===== config.mk =====
export PLATFORM = sky130hd
export DESIGN_NAME = pipe_ctrl_flat
export DESIGN_NICKNAME = d
export VERILOG_FILES = /design/src/rtl/pipe_ctrl_pkg.sv /design/src/rtl/pipe_ctrl_if.sv /design/src/rtl/hazard_detect.sv /design/src/rtl/pipe_ctrl.sv /design/src/flat_wrapper.sv
export SDC_FILE = /design/constraint.sdc
export NUM_CORES = 1
export LEC_CHECK = 0
export BUFFER_PORTS_ARGS = -buffer_cell sky130_fd_sc_hd__buf_4
export CORE_MARGIN = 2
export CORE_UTILIZATION = 28
export DETAILED_ROUTE_END_ITERATION = 12
export PLACE_DENSITY = 0.49
export SETUP_SLACK_MARGIN = 0.2
export SLEW_MARGIN = 10
export SYNTH_ARGS = -nofsm -noshare
export SYNTH_HDL_FRONTEND = slang
export SYNTH_SLANG_ARGS = --single-unit

===== constraint.sdc =====
create_clock -name clk -period 2 [get_ports clk]
set_input_delay 0.4 -clock clk [delete_from_list [all_inputs] [get_ports clk]]
set_output_delay 0.4 -clock clk [all_outputs]
set_load 0.05 [all_outputs]

===== src/rtl/pipe_ctrl_pkg.sv =====
// Shared widths, FSM state encoding and defaults for the pipeline hazard/stall controller.
package pipe_ctrl_pkg;

  localparam int unsigned RS1_WIDTH      = 5;
  localparam int unsigned RS2_WIDTH      = 5;
  localparam int unsigned RD_WIDTH       = 5;
  localparam int unsigned STALL_W        = 16;
  localparam int unsigned MC_TIMEOUT_DEF = 64;

  typedef enum logic {
    RUN     = 1'b0,
    MC_WAIT = 1'b1
  } state_e;

  // A source operand collides with a destination when it is actually read and names it.
  function automatic logic src_hits_rd(input logic [RD_WIDTH-1:0] rs,
                                       input logic                used,
                                       input logic [RD_WIDTH-1:0] rd);
    return used && (rs == rd);
  endfunction

endpackage


===== src/rtl/pipe_ctrl_if.sv =====
// ID/EX hazard inputs and pipeline hold/flush controls exchanged with pipe_ctrl.
interface pipe_ctrl_if;
  import pipe_ctrl_pkg::*;

  logic [RS1_WIDTH-1:0] rs1_id;
  logic [RS2_WIDTH-1:0] rs2_id;
  logic                 rs1_used_id;
  logic                 rs2_used_id;
  logic [RD_WIDTH-1:0]  rd_ex;
  logic                 mem_read_ex;
  logic                 mc_op_ex;
  logic                 branch_taken_ex;
  logic                 mc_done;

  logic                 pc_hold;
  logic                 if_id_hold;
  logic                 id_ex_hold;
  logic                 if_id_flush;
  logic                 id_ex_bubble;
  logic                 mc_start;
  logic                 mc_err;
  logic [STALL_W-1:0]   stall_cycles;

  // Pipeline side
  modport master (
    output rs1_id, rs2_id, rs1_used_id, rs2_used_id, rd_ex,
           mem_read_ex, mc_op_ex, branch_taken_ex, mc_done,
    input  pc_hold, if_id_hold, id_ex_hold, if_id_flush, id_ex_bubble,
           mc_start, mc_err, stall_cycles
  );

  // Controller side
  modport slave (
    input  rs1_id, rs2_id, rs1_used_id, rs2_used_id, rd_ex,
           mem_read_ex, mc_op_ex, branch_taken_ex, mc_done,
    output pc_hold, if_id_hold, id_ex_hold, if_id_flush, id_ex_bubble,
           mc_start, mc_err, stall_cycles
  );

endinterface


===== src/rtl/hazard_detect.sv =====
// Purely combinational load-use detector between the ID instruction and a load in EX.
module hazard_detect
  import pipe_ctrl_pkg::*;
(
  input  logic [RS1_WIDTH-1:0] rs1_id_i,
  input  logic [RS2_WIDTH-1:0] rs2_id_i,
  input  logic                 rs1_used_id_i,
  input  logic                 rs2_used_id_i,
  input  logic [RD_WIDTH-1:0]  rd_ex_i,
  input  logic                 mem_read_ex_i,
  output logic                 load_use_c_o
);

  logic rs1_hit_c;
  logic rs2_hit_c;

  assign rs1_hit_c = src_hits_rd(RD_WIDTH'(rs1_id_i), rs1_used_id_i, rd_ex_i);
  assign rs2_hit_c = src_hits_rd(RD_WIDTH'(rs2_id_i), rs2_used_id_i, rd_ex_i);

  // x0 is hardwired zero, so a load targeting it never creates a dependency.
  assign load_use_c_o = mem_read_ex_i && (rd_ex_i != '0) && (rs1_hit_c || rs2_hit_c);

endmodule


===== src/rtl/pipe_ctrl.sv =====
// Pipeline stall/flush controller: branch flush, load-use stall and multi-cycle unit wait with timeout.
module pipe_ctrl
  import pipe_ctrl_pkg::*;
#(
  parameter int unsigned MC_TIMEOUT = MC_TIMEOUT_DEF
) (
  input  logic        clk,
  input  logic        rst_n,
  pipe_ctrl_if.slave  ctrl_if
);

  localparam int unsigned       TMR_W    = (MC_TIMEOUT > 2) ? $clog2(MC_TIMEOUT) : 1;
  localparam logic [TMR_W-1:0]  TMR_LAST = TMR_W'(MC_TIMEOUT - 1);

  state_e             state_q, state_d;
  logic [TMR_W-1:0]   tmr_q, tmr_d;
  logic               err_q, err_d;
  logic [STALL_W-1:0] stall_q, stall_d;

  logic load_use_c;
  logic pc_hold_c, if_id_hold_c, id_ex_hold_c;
  logic if_id_flush_c, id_ex_bubble_c, mc_start_c;

  hazard_detect u_hazard_detect (
    .rs1_id_i      (ctrl_if.rs1_id),
    .rs2_id_i      (ctrl_if.rs2_id),
    .rs1_used_id_i (ctrl_if.rs1_used_id),
    .rs2_used_id_i (ctrl_if.rs2_used_id),
    .rd_ex_i       (ctrl_if.rd_ex),
    .mem_read_ex_i (ctrl_if.mem_read_ex),
    .load_use_c_o  (load_use_c)
  );

  always_ff @(posedge clk or negedge rst_n) begin
    if (!rst_n) begin
      state_q <= RUN;
      tmr_q   <= '0;
      err_q   <= 1'b0;
      stall_q <= '0;
    end else begin
      state_q <= state_d;
      tmr_q   <= tmr_d;
      err_q   <= err_d;
      stall_q <= stall_d;
    end
  end

  always_comb begin
    state_d         = state_q;
    tmr_d           = tmr_q;
    err_d           = err_q;
    pc_hold_c       = 1'b0;
    if_id_hold_c    = 1'b0;
    id_ex_hold_c    = 1'b0;
    if_id_flush_c   = 1'b0;
    id_ex_bubble_c  = 1'b0;
    mc_start_c      = 1'b0;

    case (state_q)
      RUN: begin
        // Branch redirect wins: the younger instructions are squashed anyway.
        if (ctrl_if.branch_taken_ex) begin
          if_id_flush_c  = 1'b1;
          id_ex_bubble_c = 1'b1;
        end else if (ctrl_if.mc_op_ex) begin
          mc_start_c   = 1'b1;
          pc_hold_c    = 1'b1;
          if_id_hold_c = 1'b1;
          id_ex_hold_c = 1'b1;
          tmr_d        = '0;
          state_d      = MC_WAIT;
        end else if (load_use_c) begin
          pc_hold_c      = 1'b1;
          if_id_hold_c   = 1'b1;
          id_ex_bubble_c = 1'b1;
        end
      end
      MC_WAIT: begin
        if (ctrl_if.mc_done) begin
          state_d = RUN;
        end else if (tmr_q == TMR_LAST) begin
          err_d   = 1'b1;
          state_d = RUN;
        end else begin
          pc_hold_c    = 1'b1;
          if_id_hold_c = 1'b1;
          id_ex_hold_c = 1'b1;
          tmr_d        = tmr_q + TMR_W'(1);
        end
      end
    endcase

    stall_d = (pc_hold_c && (stall_q != '1)) ? stall_q + STALL_W'(1) : stall_q;
  end

  // Controls are combinational and forced low during reset regardless of inputs.
  assign ctrl_if.pc_hold      = rst_n & pc_hold_c;
  assign ctrl_if.if_id_hold   = rst_n & if_id_hold_c;
  assign ctrl_if.id_ex_hold   = rst_n & id_ex_hold_c;
  assign ctrl_if.if_id_flush  = rst_n & if_id_flush_c;
  assign ctrl_if.id_ex_bubble = rst_n & id_ex_bubble_c;
  assign ctrl_if.mc_start     = rst_n & mc_start_c;
  assign ctrl_if.mc_err       = err_q;
  assign ctrl_if.stall_cycles = stall_q;

endmodule


===== src/flat_wrapper.sv =====
// flat-port wrapper written by rule: the top's interface ports become plain ports
module pipe_ctrl_flat import pipe_ctrl_pkg::*;
#(
  parameter int unsigned MC_TIMEOUT = MC_TIMEOUT_DEF
)
  (clk, rst_n, ctrl_if_rs1_id, ctrl_if_rs2_id, ctrl_if_rs1_used_id, ctrl_if_rs2_used_id, ctrl_if_rd_ex, ctrl_if_mem_read_ex, ctrl_if_mc_op_ex, ctrl_if_branch_taken_ex, ctrl_if_mc_done, ctrl_if_pc_hold, ctrl_if_if_id_hold, ctrl_if_id_ex_hold, ctrl_if_if_id_flush, ctrl_if_id_ex_bubble, ctrl_if_mc_start, ctrl_if_mc_err, ctrl_if_stall_cycles);
  pipe_ctrl_if ctrl_if_i ();
  input  logic clk;
  input  logic rst_n;
  input wire logic [$bits(ctrl_if_i.rs1_id)-1:0] ctrl_if_rs1_id;
  input wire logic [$bits(ctrl_if_i.rs2_id)-1:0] ctrl_if_rs2_id;
  input wire logic [$bits(ctrl_if_i.rs1_used_id)-1:0] ctrl_if_rs1_used_id;
  input wire logic [$bits(ctrl_if_i.rs2_used_id)-1:0] ctrl_if_rs2_used_id;
  input wire logic [$bits(ctrl_if_i.rd_ex)-1:0] ctrl_if_rd_ex;
  input wire logic [$bits(ctrl_if_i.mem_read_ex)-1:0] ctrl_if_mem_read_ex;
  input wire logic [$bits(ctrl_if_i.mc_op_ex)-1:0] ctrl_if_mc_op_ex;
  input wire logic [$bits(ctrl_if_i.branch_taken_ex)-1:0] ctrl_if_branch_taken_ex;
  input wire logic [$bits(ctrl_if_i.mc_done)-1:0] ctrl_if_mc_done;
  output wire logic [$bits(ctrl_if_i.pc_hold)-1:0] ctrl_if_pc_hold;
  output wire logic [$bits(ctrl_if_i.if_id_hold)-1:0] ctrl_if_if_id_hold;
  output wire logic [$bits(ctrl_if_i.id_ex_hold)-1:0] ctrl_if_id_ex_hold;
  output wire logic [$bits(ctrl_if_i.if_id_flush)-1:0] ctrl_if_if_id_flush;
  output wire logic [$bits(ctrl_if_i.id_ex_bubble)-1:0] ctrl_if_id_ex_bubble;
  output wire logic [$bits(ctrl_if_i.mc_start)-1:0] ctrl_if_mc_start;
  output wire logic [$bits(ctrl_if_i.mc_err)-1:0] ctrl_if_mc_err;
  output wire logic [$bits(ctrl_if_i.stall_cycles)-1:0] ctrl_if_stall_cycles;
  assign ctrl_if_i.rs1_id = ctrl_if_rs1_id;
  assign ctrl_if_i.rs2_id = ctrl_if_rs2_id;
  assign ctrl_if_i.rs1_used_id = ctrl_if_rs1_used_id;
  assign ctrl_if_i.rs2_used_id = ctrl_if_rs2_used_id;
  assign ctrl_if_i.rd_ex = ctrl_if_rd_ex;
  assign ctrl_if_i.mem_read_ex = ctrl_if_mem_read_ex;
  assign ctrl_if_i.mc_op_ex = ctrl_if_mc_op_ex;
  assign ctrl_if_i.branch_taken_ex = ctrl_if_branch_taken_ex;
  assign ctrl_if_i.mc_done = ctrl_if_mc_done;
  assign ctrl_if_pc_hold = ctrl_if_i.pc_hold;
  assign ctrl_if_if_id_hold = ctrl_if_i.if_id_hold;
  assign ctrl_if_id_ex_hold = ctrl_if_i.id_ex_hold;
  assign ctrl_if_if_id_flush = ctrl_if_i.if_id_flush;
  assign ctrl_if_id_ex_bubble = ctrl_if_i.id_ex_bubble;
  assign ctrl_if_mc_start = ctrl_if_i.mc_start;
  assign ctrl_if_mc_err = ctrl_if_i.mc_err;
  assign ctrl_if_stall_cycles = ctrl_if_i.stall_cycles;
  pipe_ctrl #(.MC_TIMEOUT(MC_TIMEOUT)) u_core (.clk(clk), .rst_n(rst_n), .ctrl_if(ctrl_if_i));
endmodule

## Word-level counts from Yosys, hierarchy flattened

Index checks and enable logic that the tools add are counted.

| storage, ports and cells | value |
|---|---|
| register bits after elaboration | 24 |
| input port bits | 23 |
| output and inout port bits | 23 |
| logic and storage cells | 50 |

| cells by class | value |
|---|---|
| $add $sub $neg | 2 |
| equal/unequal tests | 8 |
| multiplexer cells | 20 |
| bitwise logic cells | 7 |
| reductions and logical operators | 9 |

Operators with widths:

| cell | count |
|---|---|
| 6-bit two-way mux | 4 |
| 16-bit by 1-bit adder with 16-bit output, second input constant | 1 |
| 16-bit inequality test, second input constant | 1 |
| 1-bit two-way mux | 13 |
| 6-bit one-hot mux with 2 select lines | 1 |
| 5-bit equality test | 2 |
| 2-bit inequality test, second input constant | 4 |
| 6-bit by 1-bit adder with 6-bit output, second input constant | 1 |
| 6-bit equality test, second input constant | 1 |
| 1-bit bitwise AND | 5 |
| 1-bit logical AND | 5 |
| 5-bit nonzero test | 1 |
| 1-bit one-hot mux with 2 select lines | 2 |
| 4-bit AND reduction | 1 |
| 3-bit AND reduction | 1 |
| 1-bit NOT | 2 |
| 1-bit logical OR | 1 |

## Logic depth before layout (Yosys ltp)

Gate-level depths: netlist of run 1.

| depth | value |
|---|---|
| word-level depth | 9 |
| mapped depth | 8 |
| depth with buffers taken out | 6 |

## Cells and area by module

A second synthesis of run 1 with hierarchy kept.

| second synthesis, totals | value |
|---|---|
| cells, all modules | 139 |
| area total of the unflattened synthesis | 1365.1 um2 |

By module, submodules not included:

| module | instances | cells each | area each (um2) | sequential area each (um2) |
|---|---|---|---|---|
| pipe_ctrl | 1 | 122 | 1231.2 | 600.6 |
| hazard_detect | 1 | 17 | 133.9 | 0.0 |

## Worst setup path before layout of run 1

OpenSTA, ideal clock, no wires.

| timing | value |
|---|---|
| path type | flip-flop to output port |
| start point | register u_core.tmr_q[0] |
| end point | output port ctrl_if_pc_hold |
| arrival | 2214 ps |
| required time | 1600 ps |
| path slack | -614 ps |
| cell stages (with the launch flop) | 7 |
| buffers on the path | 1 |
| cells stage by stage | dfrtp_1 -> ha_1 -> nand3_1 -> o21a_1 -> o21ai_0 -> a21oi_1 -> buf_4 |

| between the ends | value |
|---|---|
| longest elaborated chain between the ends | 5 |

Ends and longest elaborated chain:

| what | RTL line | text |
|---|---|---|
| from (decl) | pipe_ctrl.sv:16 | `logic [TMR_W-1:0] tmr_q, tmr_d;` |
| from (signal assigned) | pipe_ctrl.sv:42 | `tmr_q <= tmr_d;` |
| 6-bit equality test | pipe_ctrl.sv:81 | `end else if (tmr_q == TMR_LAST) begin` |
| 1-bit two-way mux (2 in series) | - |  |
| 1-bit one-hot mux with 2 select lines | - |  |
| 1-bit bitwise AND | - |  |
| to (decl) | flat_wrapper.sv:19 | `output wire logic [$bits(ctrl_if_i.pc_hold)-1:0] ctrl_if_pc_hold;` |

Every way passes these cells.

## Final worst setup path of run 1

| timing | value |
|---|---|
| start point | register u_core.tmr_q[0] |
| end point | output port ctrl_if_if_id_hold |

| between the ends | value |
|---|---|
| longest elaborated chain between the ends | 5 |

Ends and longest elaborated chain:

| what | RTL line | text |
|---|---|---|
| 6-bit equality test | pipe_ctrl.sv:81 |  |
| 1-bit two-way mux | pipe_ctrl.sv:81 |  |
| 1-bit two-way mux | pipe_ctrl.sv:79 | `if (ctrl_if.mc_done) begin` |
| 1-bit one-hot mux with 2 select lines | pipe_ctrl.sv:59 | `case (state_q)` |
| 1-bit bitwise AND | pipe_ctrl.sv:98 | `assign ctrl_if.if_id_hold = rst_n & if_id_hold_c;` |
| to (decl) | flat_wrapper.sv:20 | `output wire logic [$bits(ctrl_if_i.if_id_hold)-1:0] ctrl_if_if_id_hold;` |

Every way passes these cells.

==> results of run 1 <==
per-stage QoR:
stage / util, % / hold slack (ps) / power, W / cell area [µm²] / TNS (ps)
6_report: 50.4 / 148 / 0.00207 / 2590 / 0
5_1_grt: 50.4 / 151 / 0.00218 / 2590 / 0
4_1_cts: 48.1 / 151 / 0.00203 / 2470 / 0
3_5_place_dp: 43.2 / 259 / 0.00164 / 2220 / -72.6
3_3_place_gp: 43.2 / 260 / 0.00161 / 2220 / 0
2_1_floorplan: - / 104 / 0.00129 / 1690 / 0
metal layers:
layer / vias up / track usage [%] / wire length [µm]
li1: 685 / - / -
met1: 696 / 18.1 / 1730
met2: 46 / 25.5 / 2140
met3: 6 / 2.00 / 171
met4: 0 / 5.36 / 78
met5: - / 0 / 0
kinds of logic (layout without fill, tap and decap cells):
family	Yosys count	after routing	synth area share, %
compound gates	10	10	6.24
fa+ha+maj	2	2	1.67
simple gates	73	73	30.8
mux	1	1	0.749
buf+inv	6	88	3.66
flops	24	24	40.0
xor+xnor	29	29	16.9
worst min-delay path by stage:
stage,from,to,cells past startpoint
2_1_floorplan,rst_n,u_core.ctrl_if.mc_err,0
3_3_place_gp,rst_n,u_core.tmr_q[5],1
3_5_place_dp,rst_n,u_core.tmr_q[4],1
4_1_cts,rst_n,u_core.ctrl_if.stall_cycles[1],2
5_1_grt,rst_n,u_core.tmr_q[2],2
6_report,rst_n,u_core.ctrl_if.stall_cycles[1],2
area by class of cell:
cell class / instances / area, µm² / share of cell area, %
Multi-Input combinational cell: 115 / 1110 / 42.7
Timing Repair Buffer: 83 / 724 / 28.0
Sequential cell: 24 / 613 / 23.7
Tap cell: 70 / 87.6 / 3.38
Clock buffer: 4 / 55.1 / 2.12
Inverter: 1 / 3.75 / 0.145
report_power, final:
group	internal, W	switching (W)	leakage (nW)
registers	0.000588	0.000120	0.301
clock network	0.000176	0.000158	0.0288
logic	0.000449	0.000582	0.810
synthesized netlist by cell type, types with 2 or more instances:
library cell,n
and2_1,3
and3_1,4
buf_4,2
dfrtp_1,24
ha_1,2
nand2_1,15
nand3_1,12
nand4_1,8
nor2_1,10
nor3_1,3
nor4_2,9
nor4b_1,4
o21ai_0,3
o22ai_1,2
xnor2_1,11
xor2_1,18
critical path, delay by kind of cell (launching register included):
family / cells / cell delay (ps)
AO/OA/AOI/OAI: 3 / 460
flip-flops: 1 / 400
adder cells (fa/ha/maj): 1 / 160
buffers and inverters: 1 / 160
AND/OR/NAND/NOR: 1 / 80
sequential cells by signal, summed over array words and instances (netlist names):
register / flops
u_core.ctrl_if.stall_cycles: 16
u_core.tmr_q: 6
u_core.ctrl_if.mc_err: 1
u_core.state_q: 1
timing repair:
item                       4_1_cts  5_1_grt
gates resized for setup         23        8
hold endpoints to repair         6        0
hold buffers                     1        0
cloned                           0        0
setup endpoints to repair       11       18
setup buffers                   10        8
pin swaps                       13        8
==> impl_metrics.py, run 1 <==
metrics = {
    "status": {
        "outcome": "complete, no violations",
    },
    "worst_hold_path": {
        "min_path_type": "primary input to async pin",
    },
    "setup_path": {
        "rr_endpoint": "u_core.ctrl_if.stall_cycles[1]",
        "path_cells": "ha_4 -> nand3_4 -> o21a_4 -> o21ai_4 -> a21oi_4 -> buf_6",
        "cp-startpoint": "u_core.tmr_q[0]",
        "crit_type": "register to output port",
        "start_kind": "register",
        "r2r_setup_slack_ps": 200,
        "ff2ff_path_depth": 7,
        "cp-end-kind": "output port",
        "cp.required_ps": 1600,
        "crit_path_top_delay_cell": "dfrtp_1",
        "endpoint": "ctrl_if_if_id_hold",
        "path_max_fanout": 3,
        "arrival_ps": 1530,
        "slowest_delay_ps": 400,
        "r2r-start": "u_core.tmr_q[0]",
    },
    "routing": {
        "initialDrtViolationCount": 56,
        "via_per_inst": 4.82,
        "wl_per_cell_um": 13.9,
        "ant_nets": 0,
        "dr.pass1.iters": 4,
        "drt_wl_total_um": 4120,
        "dr_total_vias": 1433,
        "drc": 0,
    },
    "yosys": {
        "ys_seq_elements": 24,
        "synth_ff_type": "dfrtp_1",
        "synth-edff-count": 0,
        "ys_async_sr_fraction_pct": 100,
        "synth_nets": 170,
        "ys_seq_area_share_pct": 40.0,
        "synthTopCellsByArea": "dfrtp_1, xor2_1, nor4_2, xnor2_1, nand3_1",
        "syn_area_per_cell_um2": 10.4,
        "synthCells": 145,
        "synth_area_um2": 1500,
        "synth_top_cell_by_area": "dfrtp_1",
        "ys.warnings.count": 0,
        "yosys.area.top_type_share_pct": 40.0,
        "yosysUniqueCellTypes": 31,
    },
    "finish": {
        "final_cell_mix": "buf_4, xor2_1, nand2_1",
        "layout_commonest_cell": "buf_4",
        "drive_above_1_share_pct": 58.6,
        "nNetsFinal": 253,
        "final-instance-count-excl-fill": 297,
        "antenna_cells": 0,
        "syn_to_final_growth_pct": 72.4,
        "fillers": 505,
    },
    "global_routing": {
        "grt_overflow": 0,
        "grt_first_pass_wirelength_um": 6960,
        "grt_max_degree": 15,
        "grtUsageTotal_pct": 14.6,
        "grt_antenna_before_repair": 0,
        "first_global_vias": 1482,
    },
    "floorplanning": {
        "io_pins": 46,
        "die_w_um": 77.3,
        "initial_utilization_pct": 29.2,
        "rows": 26,
        "dieHeight_um": 77.3,
        "die-area_um2": 5970,
        "core_um2": 5140,
    },
    "placed_design": {
        "place_ws_ps": -33.9,
        "portBuffers": 45,
        "dp.final_hpwl_um": 3070,
        "gp_congestion": 0.760,
        "place_inst": 274,
    },
    "clock_tree": {
        "h-tree-depth": 1,
        "cts_sinks": 24,
        "cts_tree": "done",
        "cts_buffer_depth": 2,
        "path_clk_slew_ps": 90,
        "clk-insertion-delay-late_ps": 260,
        "cts_buffers": 3,
        "cts_root_buffer": "clkbuf_8",
    },
    "power_and_ir_drop": {
        "p_leak_nw": 1.14,
        "power_density_nw_per_um2": 800,
        "peakVddDrop_mv": 0.452,
    },
    "timing": {
        "fin_ws_ps": 68.3,
        "max_slew_margin_pct": 78.5,
        "skew_ps": 3.29,
        "hold_viol_final": 0,
        "slew_violations": 0,
        "rsz0062_at_grt": "true",
        "min_period_ps": 1930,
        "fin_crit_sh_pct": 96.6,
        "setup_viol": 0,
        "tightestPinTransition_ps": 318,
        "fmax_mhz": 518,
    },
    "flow_run": {
        "drv_cap": 0,
    },
}
No activity file was read; power rests on OpenSTA's default activity.
==> run 2, diff against run 1 <==
--- a/config.mk
+++ b/config.mk
@@ -9,7 +9,7 @@
 export CORE_MARGIN = 2
 export CORE_UTILIZATION = 28
 export DETAILED_ROUTE_END_ITERATION = 12
-export PLACE_DENSITY = 0.49
+export PLACE_DENSITY = 0.51
 export SETUP_SLACK_MARGIN = 0.2
 export SLEW_MARGIN = 10
 export SYNTH_ARGS = -nofsm -noshare
==> constraint.sdc (replaced) <==
create_clock -name clk -period 1.7 [get_ports clk]
set_input_delay 0.34 -clock clk [delete_from_list [all_inputs] [get_ports clk]]
set_output_delay 0.34 -clock clk [all_outputs]
set_load 0.05 [all_outputs]
==> impl_metrics.py, run 2 (synthesis gave the netlist of run 1 again) <==
metrics = {
    "routing": {
        "drt_wl_total_um": 4410,
        "dr.pass1.iters": 4,
        "initialDrtViolationCount": 43,
        "drc": 0,
        "via_per_inst": 4.75,
        "dr_total_vias": 1554,
        "wl_per_cell_um": 13.5,
        "ant_nets": 0,
    },
    "clock_tree": {
        "cts_buffer_depth": 2,
        "clk-insertion-delay-late_ps": 260,
        "cts_root_buffer": "clkbuf_8",
        "cts_sinks": 24,
        "cts_buffers": 3,
        "cts_tree": "done",
        "path_clk_slew_ps": 90,
        "h-tree-depth": 1,
    },
    "timing": {
        "min_period_ps": 1910,
        "skew_ps": 3.66,
        "hold_viol_final": 0,
        "setup_viol": 22,
        "slew_violations": 0,
        "holdWs_ps": 138,
        "fin_ws_ps": -208,
        "tightestPinTransition_ps": 310,
        "tns_ps": -2890,
        "fin_crit_sh_pct": 112,
        "fmax_mhz": 524,
        "rsz0062_at_grt": "true",
        "max_slew_margin_pct": 79.3,
    },
    "setup_path": {
        "cp_common_cell": "buf_6",
        "crit_path_top_delay_cell": "dfrtp_1",
        "arrival_ps": 1570,
        "start_kind": "register",
        "crit_type": "register to output port",
        "path_cells": "ha_4 -> nand3_4 -> o21a_4 -> buf_6 -> o21ai_4 -> a21oi_4 -> buf_6",
        "cp-end-kind": "output port",
        "ff2ff_path_depth": 8,
        "slowest_delay_ps": 400,
        "path_max_fanout": 3,
        "cp.required_ps": 1360,
    },
    "finish": {
        "syn_to_final_growth_pct": 91.8,
        "largest_reg_flops": 16,
        "nNetsFinal": 283,
        "final_cell_mix": "buf_4, buf_6, xor2_1",
        "antenna_cells": 0,
        "fillers": 446,
        "fin_area_um2": 2880,
        "drive_above_1_share_pct": 65.4,
        "layout_commonest_cell": "buf_4",
    },
    "power_and_ir_drop": {
        "power.share.clock_pct": 15.1,
        "power_density_nw_per_um2": 900,
        "pwr-share-comb_pct": 54.7,
        "p_seq_share_pct": 30.3,
        "peakVddDrop_mv": 0.452,
        "switching_share_pct": 40.3,
        "p_total_w": 0.00260,
        "power_switching_w": 0.00105,
        "p_int_w": 0.00155,
        "p_leak_nw": 1.33,
    },
    "status": {
        "violations": "setup timing",
        "outcome": "complete, but fails checks",
    },
    "floorplanning": {
        "dieHeight_um": 77.3,
        "core_um2": 5140,
        "initial_utilization_pct": 29.2,
        "die_w_um": 77.3,
        "rows": 26,
        "io_pins": 46,
        "die-area_um2": 5970,
    },
    "global_routing": {
        "grtUsageTotal_pct": 15.0,
        "grt_first_pass_wirelength_um": 7310,
        "first_global_vias": 1653,
        "grt_max_degree": 23,
        "grt_overflow": 0,
        "grt_antenna_before_repair": 0,
    },
    "placed_design": {
        "post_dp_cell_area_um2": 2380,
        "gp_congestion": 0.804,
        "portBuffers": 45,
        "place_ws_ps": -217,
        "dp.final_hpwl_um": 3300,
    },
    "worst_hold_path": {
        "min_path_type": "primary input to async pin",
    },
    "flow_run": {
        "drv_cap": 0,
    },
}
-- run 2: cell types whose count changed in the layout (fill, tap and decap cells not counted), sizes merged --
cell  previous run  this run
buf             82       112
-- run 2: power groups by stage --
stage          clock network (W)  logic [W]  registers, W
2_1_floorplan                  0   0.000361       0.00114
3_3_place_gp                   0    0.00119      0.000781
3_5_place_dp                   0    0.00121      0.000794
4_1_cts                 0.000412    0.00138      0.000787
5_1_grt                 0.000433    0.00151      0.000800
6_report                0.000391    0.00142      0.000786
-- run 2: worst max-delay path: cells and delay by family, from the launching register on --
family                   cells  cell delay, ps
buffers and inverters        2             270
AND/OR/NAND/NOR              1              70
flip-flops                   1             400
adder cells (fa/ha/maj)      1             180
AO/OA/AOI/OAI                3             380
-- run 2: worst paths after layout --
check / startpoint / to / slack (ps)
worst max-delay path: u_core.tmr_q[0] / ctrl_if_if_id_hold / -210
worst min-delay path: rst_n / u_core.ctrl_if.stall_cycles[0] / 140
worst max register to register: u_core.tmr_q[0] / u_core.ctrl_if.stall_cycles[1] / -180
worst min register to register: u_core.ctrl_if.mc_err / u_core.ctrl_if.mc_err / 470
max in group asynchronous: rst_n / u_core.state_q / 1060
min in group clk: u_core.ctrl_if.mc_err / u_core.ctrl_if.mc_err / 470
-- run 2: per-layer routing --
layer | up-vias | GRT usage, % | wire length, µm
li1 | 745 | - | -
met1 | 765 | 17.9 | 1790
met2 | 42 | 28.4 | 2410
met3 | 2 | 2.24 | 186
met4 | 0 | 2.68 | 13
met5 | - | 0 | 0
-- run 2: repair_timing --
action	4_1_cts	5_1_grt
buffers inserted	15	5
pin swaps	15	11
hold buffers	1	0
gates cloned	1	0
setup endpoints to repair	23	29
gates resized for setup	44	19
endpoints found under the hold margin	2	0
-- run 2: metrics by stage --
step | instances | utilization [%]
after global routing | 327 | 56.1
after floorplan | 145 | -
final | 327 | 56.1
after detailed placement | 301 | 46.4
after global placement | 301 | 46.4
after CTS | 322 | 53.7
-- run 2: layout make-up --
| type | instances | area [µm²] | area share [%] |
|---|---|---|---|
| repair buffers | 113 | 991 | 34.4 |
| flip-flops and latches | 24 | 612 | 21.2 |
| well taps | 70 | 87.6 | 3.04 |
| inverters | 1 | 3.75 | 0.130 |
| clock buffers | 4 | 55.1 | 1.91 |
| multi-input cells | 115 | 1130 | 39.3 |
